## src/rtl/bcd_2_bin_seq.sv

```systemverilog
// Sequential BCD-to-binary converter.
// Three-digit BCD input (000..999) is converted to an 8-bit binary value using
// reverse double-dabble, one bit per clock over eight SHIFT cycles. Values above
// 255 wrap modulo 256 and raise err; any non-decimal digit aborts immediately
// with bin=0 and err=1.
module bcd_2_bin_seq (
  input  logic       clk,
  input  logic       rst,
  input  logic       start,
  input  logic [3:0] hundreds,
  input  logic [3:0] tens,
  input  logic [3:0] ones,
  output logic       busy,
  output logic       done,
  output logic [7:0] bin,
  output logic       err
);

  typedef enum logic [1:0] {
    S_IDLE  = 2'd0,
    S_SHIFT = 2'd1,
    S_DONE  = 2'd2
  } state_t;

  state_t      r_state;
  logic [11:0] r_bcd;     // BCD digits being drained, {hundreds,tens,ones}
  logic [7:0]  r_sh;      // binary result accumulates from the MSB side
  logic [3:0]  r_cnt;     // number of shift steps already performed

  logic [19:0] w_step;
  logic        w_digits_ok;

  // A nibble that reached 8 or more after a right shift came from a decade
  // digit >= 1 on the left; subtracting 3 turns the binary half-weight (8)
  // into the decimal half-weight (5).
  function automatic logic [3:0] nibble_adj(input logic [3:0] d);
    return (d >= 4'd8) ? (d - 4'd3) : d;
  endfunction

  // One reverse-double-dabble step on the concatenated {bcd,binary} register.
  function automatic logic [19:0] dabble_step(input logic [19:0] v);
    logic [19:0] s;
    s         = v >> 1;
    s[19:16]  = nibble_adj(s[19:16]);
    s[15:12]  = nibble_adj(s[15:12]);
    s[11:8]   = nibble_adj(s[11:8]);
    return s;
  endfunction

  assign w_step      = dabble_step({r_bcd, r_sh});
  assign w_digits_ok = (hundreds <= 4'd9) && (tens <= 4'd9) && (ones <= 4'd9);

  // Control FSM plus datapath; all outputs are registered here.
  always_ff @(posedge clk) begin
    if (rst) begin
      r_state <= S_IDLE;
      r_bcd   <= 12'd0;
      r_sh    <= 8'd0;
      r_cnt   <= 4'd0;
      busy    <= 1'b0;
      done    <= 1'b0;
      bin     <= 8'd0;
      err     <= 1'b0;
    end else begin
      case (r_state)
        S_IDLE: begin
          done <= 1'b0;
          busy <= 1'b0;
          if (start) begin
            r_bcd <= {hundreds, tens, ones};
            r_sh  <= 8'd0;
            r_cnt <= 4'd0;
            if (w_digits_ok) begin
              r_state <= S_SHIFT;
              busy    <= 1'b1;
            end else begin
              // Non-decimal digit: report at once, nothing to shift.
              r_state <= S_DONE;
              done    <= 1'b1;
              bin     <= 8'd0;
              err     <= 1'b1;
            end
          end
        end

        S_SHIFT: begin
          r_bcd <= w_step[19:8];
          r_sh  <= w_step[7:0];
          r_cnt <= r_cnt + 4'd1;
          if (r_cnt == 4'd7) begin
            // Eighth step: anything left in the BCD part means V > 255.
            r_state <= S_DONE;
            busy    <= 1'b0;
            done    <= 1'b1;
            bin     <= w_step[7:0];
            err     <= |w_step[19:8];
          end
        end

        S_DONE: begin
          done    <= 1'b0;
          busy    <= 1'b0;
          r_state <= S_IDLE;
        end

        default: begin
          r_state <= S_IDLE;
          busy    <= 1'b0;
          done    <= 1'b0;
        end
      endcase
    end
  end

endmodule
```

## config.mk

```make
export PLATFORM = sky130hd
export DESIGN_NAME = bcd_2_bin_seq
export DESIGN_NICKNAME = d
export VERILOG_FILES = /design/src/rtl/bcd_2_bin_seq.sv
export SDC_FILE = /design/constraint.sdc
export NUM_CORES = 1
export LEC_CHECK = 0
export ABC_AREA = 1
export CAP_MARGIN = 20
export CORE_MARGIN = 5
export CORE_UTILIZATION = 40
export DETAILED_ROUTE_END_ITERATION = 10
export DONT_BUFFER_PORTS = 1
export SLEW_MARGIN = 40
export SYNTH_ARGS = -nofsm -noshare
export SYNTH_HDL_FRONTEND = slang
export SYNTH_SLANG_ARGS = --single-unit
```

## constraint.sdc

```tcl
create_clock -name clk -period 1.2 [get_ports clk]
set_input_delay 0.12 -clock clk [delete_from_list [all_inputs] [get_ports clk]]
set_output_delay 0.12 -clock clk [all_outputs]
set_load 0.02 [all_outputs]
```

# Word-level counts from Yosys, hierarchy flattened
# Index checks and enable logic that the tools add are counted.
# Widths: inputs -> output; s select.
# classes
addsub	4
magnitude_cmp	6
eq_ne	5
n_mux	29
n_reduce_logical	8
# op_table
op	n
$mux 8	4
$pmux 8 s2	2
$pmux 12 s2	1
$mux 4	4
$le 4x4->1 const B	3
$mux 12	1
$reduce_or 12->1	1
$mux 1	9
$ge 4x4->1 const B	2
$pmux 4 s2	1
$sub 4x2->4 const B	2
$mux 2	3
$ne 2x2->1 const B	3
$pmux 1 s2	3
$add 4x1->4 const B	1
$eq 4x3->1 const B	1
$ge 3x4->1 const B	1
$pmux 2 s2	1
$reduce_and 2->1	2
$reduce_and 4->1	1
$sub 3x2->4 const B	1
$eq 2x1->1 const B	1
$logic_and 1x1->1	2
$logic_not 2->1	1
$reduce_bool 2->1	1
# word_totals
regBits	37
in_bits	15
out_inout_bits	11
word_cells	60

# Longest topological paths before layout
# logic_depth
ltp_word	6
depth_mapped	10

# Worst setup path after synthesis
# OpenSTA, ideal clock, no wires.
# synth_path
path_type	flip-flop to flip-flop
from	register r_bcd[5]
to	register err
setup_time_ps	112
arrival_time_ps	1198
required_ps	1088
path_slack_ps	-110
path_stages_with_launch	11
path_buffers	0
synth_period_minus_slack_ps	1310
path_cell_list	dfxtp_1 -> inv_1 -> ha_1 -> nand2_1 -> nand2_1 -> nor2_1 -> nand2_1 -> nor2_1 -> nand3_1 -> nor2_1 -> nor2_1
# synth_between
elab_chain_cells	5
# synth_lines
element	line_no	source
from (decl)	26	logic [11:0] r_bcd;
from (signal assigned)	70	r_bcd <= {hundreds, tens, ones};
from (signal assigned)	87	r_bcd <= w_step[19:8];
$sub 4x2->4 or $ge 4x4->1 (tied branches)	37	return (d >= 4'd8) ? (d - 4'd3) : d;
$mux 4 *	37	
$reduce_or 12->1 *	96	err <= |w_step[19:8];
$mux 1 *	90	if (r_cnt == 4'd7) begin
$pmux 1 s2 *	65	case (r_state)
to (signal assigned)	96	
to (decl)	16	output logic err
# Every way passes the cells marked *; elsewhere a longest branch is shown, timed or not. The select of a mux whose other input is x is not followed.
# A chain may end at the register's enable or synchronous reset.

# Final worst setup path
# layout_path
from	register r_cnt[1]
to	register err
# layout_between
elab_chain_cells	3
# layout_lines
element	line_no	source
from (decl)	28	logic [3:0] r_cnt;
from (signal assigned)	89	r_cnt <= r_cnt + 4'd1;
$eq 4x3->1	90	
$ne 2x2->1 (no source line)	n/a	
$reduce_and 4->1 (no source line)	n/a	
# Every way passes these cells.

==> results.md <==
Status:
- The run finished, with violations left.
- The final reports fail on negative setup slack.

Timing:
- Setup repair after global routing could not meet its margin everywhere.
- After layout, the worst setup slack is -120.7 ps.
- The relative max-transition margin is 50.86%.
- The measured slew at the worst slew-check pin is 737.1 ps.
- The hold violation count in the final report was 0.
- The number of setup violations in the final report is 15.
- The final critical-path required period is 1321 ps.
- The tightest hold margin is 6.583 ps.
- The number of max-slew violations in the final report is 0.
- The post-route clock skew is 9.411 ps.
- Timing would allow up to 757.1 MHz.
- The post-route fraction of the period consumed by the critical path is 110.1%.

Pwr:
- The power density relative to cell area is 1408 nW/um^2.
- Summed over all cells, the static leakage comes to 1.018 nW.
- The worst ir drop on vdd is 0.0007858 V.
- The completed layout was analyzed and its total power is 0.003261 W.

Synthesis:
- The share of the synthesized area in the top cell type is 42.89%.
- The synthesized design contains 36 register bits.
- The number of standard cells after synthesis is 237.
- The number of nets produced by synthesis is 257.
- The number of synthesis warnings is 0.
- The distinct cell type count of the synthesized netlist is 25.
- The average size of a mapped cell is 7.090 um^2.
- The area of the mapped netlist is 1680 um^2.
- Counting flops with an async set or reset pin after synthesis yields a share of 0%.
- Summed over all instances, the cell type with the most area after synthesis is sky130_fd_sc_hd__dfxtp_1.
- By area the synthesized netlist is led by sky130_fd_sc_hd__dfxtp_1, sky130_fd_sc_hd__nand2_1, sky130_fd_sc_hd__a21oi_1.
- The most used flip-flop cell after synthesis is sky130_fd_sc_hd__dfxtp_1.
- Summing the sequential cell areas from Yosys gives 42.89% of the chip area.
- The synthesized design contains 0 enable-type register cells.

Route:
- In the final routed layout, each cell accounts on average for 14.39 um.
- The remaining antenna violation count after routing is 0.
- The detailed router finished its first iteration with 109 violations.
- The DRC violations left is 0.
- The routed via count is 1681.
- The count of TritonRoute iterations in the first routing pass is 4.
- The total wire length is 4.733 mm.
- Using the TritonRoute via totals, the vias-per-cell ratio works out to 5.109.

Placement:
- Detailed placement ended at an HPWL of 2.913 mm.
- Buffers placed on the I/O ports in this run total 0.
- The congestion estimate from routability-driven global placement came to 0.7950.
- The total placed cells including tap cells is 306.

Global routing:
- The global-route wire length before repair is 7.210 mm.
- The total global-route track usage is 17.21%.
- Entering global routing, the biggest net connects 18 pins.
- The via count of the first global-routing pass is 1520.
- The initial antenna violation count is 0.
- Summed over all layers, the global routing overflow is 0.

Min path:
- The startpoint of the worst hold path is ones[2].
- The min-delay analysis places its worst path in the category input port to register.

Die:
- For this design the top-level I/O count stands at 26.
- The count of standard-cell rows is 23.
- The floorplan die area is 5597 um^2.
- The initial utilization of the core area, before any placement, comes to 41.71%.
- The die boundary height is 74.82 um.
- The area inside the core boundary is 4029 um^2.
- The die span in x is 74.82 um.

Finish:
- The count of non-filler cells in the finished layout is 329.
- After the last flow step, the layout net total stands at 298.
- The antenna diode instance count is 0.
- The area growth from synthesis to layout is 37.83%.
- The share of cells above drive strength 1 is 32.26%.

Critical path:
- The category of the most critical setup path is register to register.
- The category of the worst setup path capture point is a register.
- At the worst endpoint, the required time is 1430 ps.
- The sum of buffers and inverters on the critical path is 0.
- The setup slack of the worst register-to-register path is -120 ps.
- For this run, the slowest stage of the critical path takes 350 ps.
- In this run the worst path has a maximum fanout of 5.
- In this design, the largest share of critical-path delay is due to simple AND/OR/NAND/NOR gates.
- The worst register-to-register path begins at r_cnt[1]$_SDFFE_PP0P_.
- The launch point of the critical path is r_cnt[1]$_SDFFE_PP0P_.
- The worst setup path is launched from a register.
- The critical path goes through ha_4, nand2_4, o21ai_4, nand2_4, o21bai_4, nand2_1, nand2_1, nor2_1.
- The arrival time at the worst endpoint is 1550 ps.
- For this design, the slowest cell found on the critical path is sky130_fd_sc_hd__dfxtp_2.

Job:
- Max-cap violations in this run came to 0.

CTS:
- The clock passes through at most 2 buffers.
- The H-tree was split into 2 levels.
- The clock root buffer master is sky130_fd_sc_hd__clkbuf_8.
- The clock insertion delay at the later pin of the skew report is 290 ps.
- Buffers inserted during clock tree synthesis total 5.
- The clock-pin slew on the worst setup and hold paths is 80 ps.
- TritonCTS built the clock tree.
- The number of clock sinks is 36.
synth_stat cells, types with 2 or more instances:
cell type,count
sky130_fd_sc_hd__nand2_1,64
sky130_fd_sc_hd__nor2_4,2
sky130_fd_sc_hd__o21ai_0,16
sky130_fd_sc_hd__inv_1,19
sky130_fd_sc_hd__o31ai_1,2
sky130_fd_sc_hd__inv_2,2
sky130_fd_sc_hd__buf_2,7
sky130_fd_sc_hd__nand3_1,5
sky130_fd_sc_hd__ha_1,5
sky130_fd_sc_hd__nor2_1,30
sky130_fd_sc_hd__o21ai_2,2
sky130_fd_sc_hd__dfxtp_1,36
sky130_fd_sc_hd__nor3_1,10
sky130_fd_sc_hd__a21oi_1,24
sky130_fd_sc_hd__a31oi_1,3
sequential cells by signal, indices dropped and copies added, names as in the netlist:
register and cells:
r_cnt 4, bin 8, r_sh 7, busy 1
done 1, err 1, r_bcd 12, r_state 2
stage by stage:
step / setup WS (ps) / instance area, um^2 / util, % / setup TNS, ps
floorplan: -69.93 / 1703 / - / -203.2
global placement: -107.6 / 1926 / 47.80 / -764.9
detailed placement: -136.1 / 1926 / 47.80 / -1194
CTS: -108.8 / 2171 / 53.88 / -847.1
global route: -250.1 / 2316 / 57.48 / -2808
finish: -120.7 / 2316 / 57.48 / -990.5
cells in the final DEF (no fill, tap or decap), types with 2 or more instances in the layout:
cell type	instances
sky130_fd_sc_hd__o21bai_4	2
sky130_fd_sc_hd__buf_8	2
sky130_fd_sc_hd__nand2_4	2
sky130_fd_sc_hd__nand3_1	5
sky130_fd_sc_hd__clkbuf_8	5
sky130_fd_sc_hd__inv_2	8
sky130_fd_sc_hd__nor3_1	9
sky130_fd_sc_hd__a21oi_2	2
sky130_fd_sc_hd__dfxtp_2	9
sky130_fd_sc_hd__o21ai_0	16
sky130_fd_sc_hd__nand2_2	6
sky130_fd_sc_hd__inv_1	13
sky130_fd_sc_hd__buf_4	35
sky130_fd_sc_hd__o21ai_4	2
sky130_fd_sc_hd__nand2_1	57
sky130_fd_sc_hd__a31oi_1	3
sky130_fd_sc_hd__nor2_4	4
sky130_fd_sc_hd__a21oi_1	22
sky130_fd_sc_hd__nor2_1	27
sky130_fd_sc_hd__nor2_2	3
sky130_fd_sc_hd__dfxtp_1	27
sky130_fd_sc_hd__ha_4	4
report_power, final:
| part | leakage, nW | internal (W) | switching [W] |
|---|---|---|---|
| clock | 0.0552 | 0.000617 | 0.000448 |
| sequential | 0.299 | 0.00129 | 0.000121 |
| combinational | 0.664 | 0.000367 | 0.000415 |
final cells by class:
class,count,area [um^2]
well taps,50,62.56
clock inverters,2,35.03
clock buffers,6,72.57
repair buffers,41,351.6
multi-input cells,173,983.4
inverters,21,78.83
flip-flops and latches,36,732.0
fillers,364,1713
path summary, 6_finish.rpt:
check,end,cells past startpoint
worst min-delay path,r_bcd[2]$_SDFFE_PP0P_,2
worst max register to register,err$_SDFFE_PP0P_,8
worst min register to register,r_sh[5]$_SDFFE_PP0P_,2
worst max-delay path,err$_SDFFE_PP0P_,8
metal layers:
layer,GRT usage [%],vias to the layer above,wire length (um)
met3,4.539,11,295
li1,-,854,-
met2,28.98,53,2323
met5,0,-,0
met1,21.79,763,2012
met4,4.743,0,102
cells by family after synthesis:
group                      share of synthesized area (%)
AOI/OAI and AO/OA                                  17.80
adders and majority gates                          3.723
buffers and inverters                              7.669
DFF                                                42.89
and+or+nand+nor                                    27.92
timing repair:
action                     in CTS  in global routing
hold endpoints to repair       18                  0
buffers inserted                6                  5
hold buffers                    2                  0
gates resized for setup        14                 25
setup endpoints to repair      17                 33
cloned                          2                  1
pin swaps                      24                 15
(Power assumes the default switching activity.)
